## config.mk

```make
export PLATFORM = sky130hd
export DESIGN_NAME = mem_access_ctrl
export DESIGN_NICKNAME = d
export VERILOG_FILES = /design/src/rtl/mem_access_ctrl.sv
export SDC_FILE = /design/constraint.sdc
export NUM_CORES = 1
export LEC_CHECK = 0
export ABC_AREA = 0
export CORE_ASPECT_RATIO = 0.75
export CORE_MARGIN = 2
export CORE_UTILIZATION = 34
export DETAILED_ROUTE_END_ITERATION = 10
export PLACE_DENSITY = 0.67
export SLEW_MARGIN = 20
export SYNTH_ARGS = -nofsm -noshare
export SYNTH_HDL_FRONTEND = slang
export SYNTH_SLANG_ARGS = --single-unit
```

## constraint.sdc

```tcl
create_clock -name clk -period 2 [get_ports clk]
set_clock_uncertainty 0.2 [all_clocks]
set_input_delay 0.4 -clock clk [delete_from_list [all_inputs] [get_ports clk]]
set_output_delay 0.4 -clock clk [all_outputs]
set_load 0.05 [all_outputs]
```

## src/rtl/mem_access_ctrl.sv

```systemverilog
// Purpose: sequences one 8/16-bit read or write into an async-read/sync-write test memory.
// Latency: write 2 cycles, read 2+WAIT_STATES cycles, misaligned 1 cycle (MEM_ACC_ALIGN_CHECK_EN).
// Backpressure: req_ready only in IDLE; the response is held in RESP until resp_ready.
module mem_access_ctrl #(
    parameter int ADDR_WIDTH  = 16,
    parameter int WAIT_STATES = 1
) (
    input  logic                  clk,
    input  logic                  reset,
    input  logic                  req_valid,
    output logic                  req_ready,
    input  logic                  req_we,
    input  logic                  req_sz,
    input  logic [ADDR_WIDTH-1:0] req_addr,
    input  logic [15:0]           req_wdata,
    output logic                  resp_valid,
    input  logic                  resp_ready,
    output logic [15:0]           resp_rdata,
    output logic                  resp_err,
    output logic [ADDR_WIDTH-1:0] mem_read_addr,
    output logic                  mem_read_sz,
    output logic [ADDR_WIDTH-1:0] mem_write_addr,
    output logic [15:0]           mem_write_data,
    output logic                  mem_write_sz,
    output logic                  mem_write_we,
    input  logic [15:0]           mem_read_data
);

    typedef enum logic [1:0] {
        ST_IDLE,
        ST_ACCESS,
        ST_RESP
    } state_t;

    localparam logic [3:0] WAIT_INIT = 4'(WAIT_STATES);

    state_t     state;
    logic       lat_we;
    logic       lat_sz;
    logic [3:0] wait_cnt;
    logic       misaligned;

`ifdef MEM_ACC_ALIGN_CHECK_EN
    assign misaligned = req_sz && req_addr[0];
`else
    assign misaligned = 1'b0;
`endif

    assign req_ready = (state == ST_IDLE) && !reset;

    always_ff @(posedge clk) begin
        if (reset) begin
            state          <= ST_IDLE;
            lat_we         <= 1'b0;
            lat_sz         <= 1'b0;
            wait_cnt       <= '0;
            resp_valid     <= 1'b0;
            resp_rdata     <= '0;
            resp_err       <= 1'b0;
            mem_read_addr  <= '0;
            mem_read_sz    <= 1'b0;
            mem_write_addr <= '0;
            mem_write_data <= '0;
            mem_write_sz   <= 1'b0;
            mem_write_we   <= 1'b0;
        end else begin
            unique case (state)
                ST_IDLE: begin
                    if (req_valid) begin
                        lat_we   <= req_we;
                        lat_sz   <= req_sz;
                        wait_cnt <= WAIT_INIT;
                        if (misaligned) begin
                            // Odd 16-bit access never touches the memory.
                            resp_rdata <= '0;
                            resp_err   <= 1'b1;
                            resp_valid <= 1'b1;
                            state      <= ST_RESP;
                        end else begin
                            resp_err <= 1'b0;
                            if (req_we) begin
                                mem_write_addr <= req_addr;
                                mem_write_data <= req_wdata;
                                mem_write_sz   <= req_sz;
                                mem_write_we   <= 1'b1;
                            end else begin
                                mem_read_addr <= req_addr;
                                mem_read_sz   <= req_sz;
                            end
                            state <= ST_ACCESS;
                        end
                    end
                end
                ST_ACCESS: begin
                    if (lat_we) begin
                        // Memory commits at this edge; drop the strobe with it.
                        mem_write_we <= 1'b0;
                        resp_rdata   <= '0;
                        resp_valid   <= 1'b1;
                        state        <= ST_RESP;
                    end else if (wait_cnt != 4'd0) begin
                        wait_cnt <= wait_cnt - 4'd1;
                    end else begin
                        resp_rdata <= lat_sz ? mem_read_data : {8'h00, mem_read_data[7:0]};
                        resp_valid <= 1'b1;
                        state      <= ST_RESP;
                    end
                end
                ST_RESP: begin
                    if (resp_ready) begin
                        resp_valid <= 1'b0;
                        state      <= ST_IDLE;
                    end
                end
                default: state <= ST_IDLE;
            endcase
        end
    end

endmodule
```

==> impl_metrics.csv <==
group,metric,value,unit
power_and_ir_drop,clockPowerShare,0.384,
cells_and_area,final_nets,528,
cts,cts_root_buf,"clkbuf_16",
power_and_ir_drop,power,4.019,mW
floorplanning,ios,124,
yosys,async_flop_share,0,
worst_setup_path,cp_max_fo,7,
worst_setup_path,slowest_delay,400,ps
floorplanning,fp-row-count,29,
yosys,synth_edf_count,0,
cts,cts_resized,0,
run_status,violations,"design-rule violations",
floorplanning,dieArea,9684,um^2
cells_and_area,num-fill-cells,827,
yosys,synth_warnings,0,
yosys,synth_fp_nets,406,
run_status,status,"finished with violations",
place,placed_cell_area,4238,um^2
worst_setup_path,critPathSlowestCell,"dfxtp_1",
power_and_ir_drop,cellPowerDensity,886.4,nW/um^2
yosys,synthFlopType,"dfxtp_1",
yosys,yosys.area.top_type,"dfxtp_1",
cts,cts_max_level,3,
floorplanning,fp.dieH,85.73,um
yosys,syn_area,3028,um^2
run,drv_cap,0,
place,place.gp.congestion,0.8081,
cells_and_area,post-route-cell-area,4534,um^2
routing,drt-initial-drc-count,158,
power_and_ir_drop,internal-power,2.863,mW
timing,setup_tns,0,ps
grt,grt_overflow_total,0,
worst_setup_path,path_buf_inv,2,
floorplanning,initial_utilization,0.3536,
timing,rsz0062_at_grt,"false",
worst_setup_path,cp.arrival,1330,ps
worst_setup_path,crit_chain,"buf_4 -> nor3_4 -> buf_4",
routing,wl_per_cell,13.62,um
timing,fin_crit_sh,0.9644,
cells_and_area,finalNonFillerCells,585,
routing,via_per_inst,4.764,
floorplanning,die_w,113.0,um
timing,finalHoldViolCount,0,
yosys,ys_seq_elements,76,
place,place_inst,568,
worst_setup_path,worstSetupStartpointType,"flip-flop",
timing,min_period,1929,ps
worst_setup_path,worstSetupEndpointType,"primary output",
cts,cts_tree,"yes",
worst_setup_path,crit_required,1400,ps
hold_path,hold_class,"flip-flop to flip-flop",
timing,slew-limit-headroom,0.5805,
yosys,yosysSeqAreaShare,0.5025,
power_and_ir_drop,seq_power_share,0.412,
routing,wirelength,7967,um
cells_and_area,antenna_cells,0,
cts,clock_sink_count,76,
yosys,synth_top_cell_area_share,0.5025,
timing,tightest_slew,629.3,ps
grt,grt_pass1_vias,2540,
power_and_ir_drop,swShare,0.2877,
yosys,synth.area.top_cells,"dfxtp_1 50%, nand2_1 13%, a21oi_1 9.1%, nand2b_1 3.3%, or3b_2 2.9%",
routing,drt_pass1_iterations,7,
floorplanning,core_area,8563,um^2
place,port_buffers,122,
routing,drc_errors,9,
yosys,avgSynthCellArea,8.651,um^2
cts,path_clk_slew,60,ps
cts,cts_buffers,9,
grt,antenna_found_initial,0,
timing,setup_violations,0,
worst_setup_path,cpMostUsedCell,"buf_4",
power_and_ir_drop,netSwitchingPower,1.156,mW
yosys,ys_types,36,
power_and_ir_drop,vdd_drop_max,0.6744,mV
cells_and_area,drive_gt1_frac,0.2558,
power_and_ir_drop,p_leak,1.794,nW
routing,antenna_left,0,
grt,grt_pass1_wl,12650,um
timing,slew_violations,0,
worst_setup_path,setup.worst_path.class,"flip-flop to primary output",
cts,insertion_delay,330,ps
worst_setup_path,reg2reg_setup_slack,220,ps
routing,vias,2787,
timing,fmax,518.4,MHz
yosys,syn-instance-count,350,
cts,cts_buffer_depth,2,
power_and_ir_drop,p_comb_frac,0.204,
grt,grt_max_degree,43,
worst_setup_path,crit_family,"buffers and inverters",
cells_and_area,area_growth,49.75,%
place,dpl.hpwl,5675,um
grt,grt_usage,0.1645,
==> cell type report <==
| class | instances | area, um^2 | area share |
|---|---|---|---|
| Sequential cell | 76 | 1521 | 0.3355 |
| Multi-Input combinational cell | 243 | 1365 | 0.3010 |
| Clock inverter | 4 | 22.52 | 0.004967 |
| Clock buffer | 12 | 266.5 | 0.05877 |
| Timing Repair Buffer | 140 | 1216 | 0.2682 |
| Tap cell | 108 | 135.1 | 0.02980 |
| Inverter | 2 | 7.507 | 0.001656 |
==> placed cells by master, fill, tap and decap left out, types with 2 or more instances in the layout <==
cell,n
a21oi_1,55
nand2_1,103
a31oi_1,2
o21ai_0,10
inv_1,2
buf_4,84
buf_12,3
nand2b_1,16
clkbuf_16,9
dfxtp_1,76
nand3b_1,5
clkinv_2,3
clkbuf_8,3
mux2i_1,8
nor2_1,3
clkdlybuf4s50_1,52
or3b_2,10
nand4b_1,9
ha_1,2
==> repair_timing <==
item	CTS	global route
endpoints found under the setup margin	0	2
hold buffers	0	0
buffers inserted	0	1
==> power groups by stage <==
stage	Combinational, mW	Clock (mW)	Sequential [mW]
final	0.820	1.54	1.66
after global placement	0.810	0	1.69
after CTS	0.820	1.58	1.66
after detailed placement	0.818	0	1.69
after global routing	0.873	1.66	1.67
after floorplan	0.292	0	1.90
==> synth_stat cells (3+ instances only) <==
library cell,instances
dfxtp_1,76
buf_4,6
mux2i_1,8
a21oi_1,55
buf_2,3
clkbuf_1,16
or3b_2,10
o21ai_0,10
nand4b_1,9
nor2_1,3
nand2_1,103
nand2b_1,16
buf_6,4
nand3b_1,5
==> through the flow <==
step,hold WS (ps),util,worst slack [ps]
final,256.6,0.5295,71.17
after global placement,242.8,0.4949,-23.82
after CTS,257.9,0.5286,45.33
after detailed placement,249.8,0.4949,-49.61
after global routing,270.3,0.5295,12.97
after floorplan,231.2,-,33.15
==> worst register-to-register path, cell delays in order (launching register included) <==
cell and delay (ps):
dfxtp_1 330, inv_1 100, ha_1 170, or3b_1 460, a211o_1 340, a21oi_2 120
==> logic make-up after synthesis <==
kind of cell               share of synthesized area
AOI/OAI and AO/OA                             0.1281
adders and majority gates                   0.008263
buffers and inverters                        0.05702
DFF                                           0.5025
muxes                                        0.02645
other                                       0.001238
and+or+nand+nor                               0.2764
==> flip-flops by register name, summed over array words and instances, names as in the netlist <==
signal,flops
mem_read_sz,1
mem_read_addr,16
state,2
wait_cnt,4
mem_write_addr,16
resp_valid,1
mem_write_we,1
lat_sz,1
mem_write_sz,1
resp_rdata,16
lat_we,1
mem_write_data,16
==> layer usage <==
| metal | track usage | part of all wire | up-vias |
|---|---|---|---|
| met5 | 0 | 0 | - |
| met4 | 0.05987 | 0.013 | 0 |
| met3 | 0.05230 | 0.061 | 9 |
| met2 | 0.2618 | 0.46 | 69 |
| met1 | 0.2115 | 0.47 | 1294 |
| li1 | - | - | 1415 |
==> worst paths after layout <==
path / startpoint / endpoint / cells past startpoint
worst min register to register: mem_write_addr[0]$_SDFFE_PP0P_ / mem_write_addr[0]$_SDFFE_PP0P_ / 2
worst max register to register: wait_cnt[0]$_SDFFE_PP0P_ / wait_cnt[1]$_SDFFE_PP0P_ / 5
worst min-delay path: mem_write_addr[0]$_SDFFE_PP0P_ / mem_write_addr[0]$_SDFFE_PP0P_ / 2
worst max-delay path: state[1]$_SDFFE_PP0P_ / req_ready / 3
Note: power is estimated with default switching activity, not from simulation.
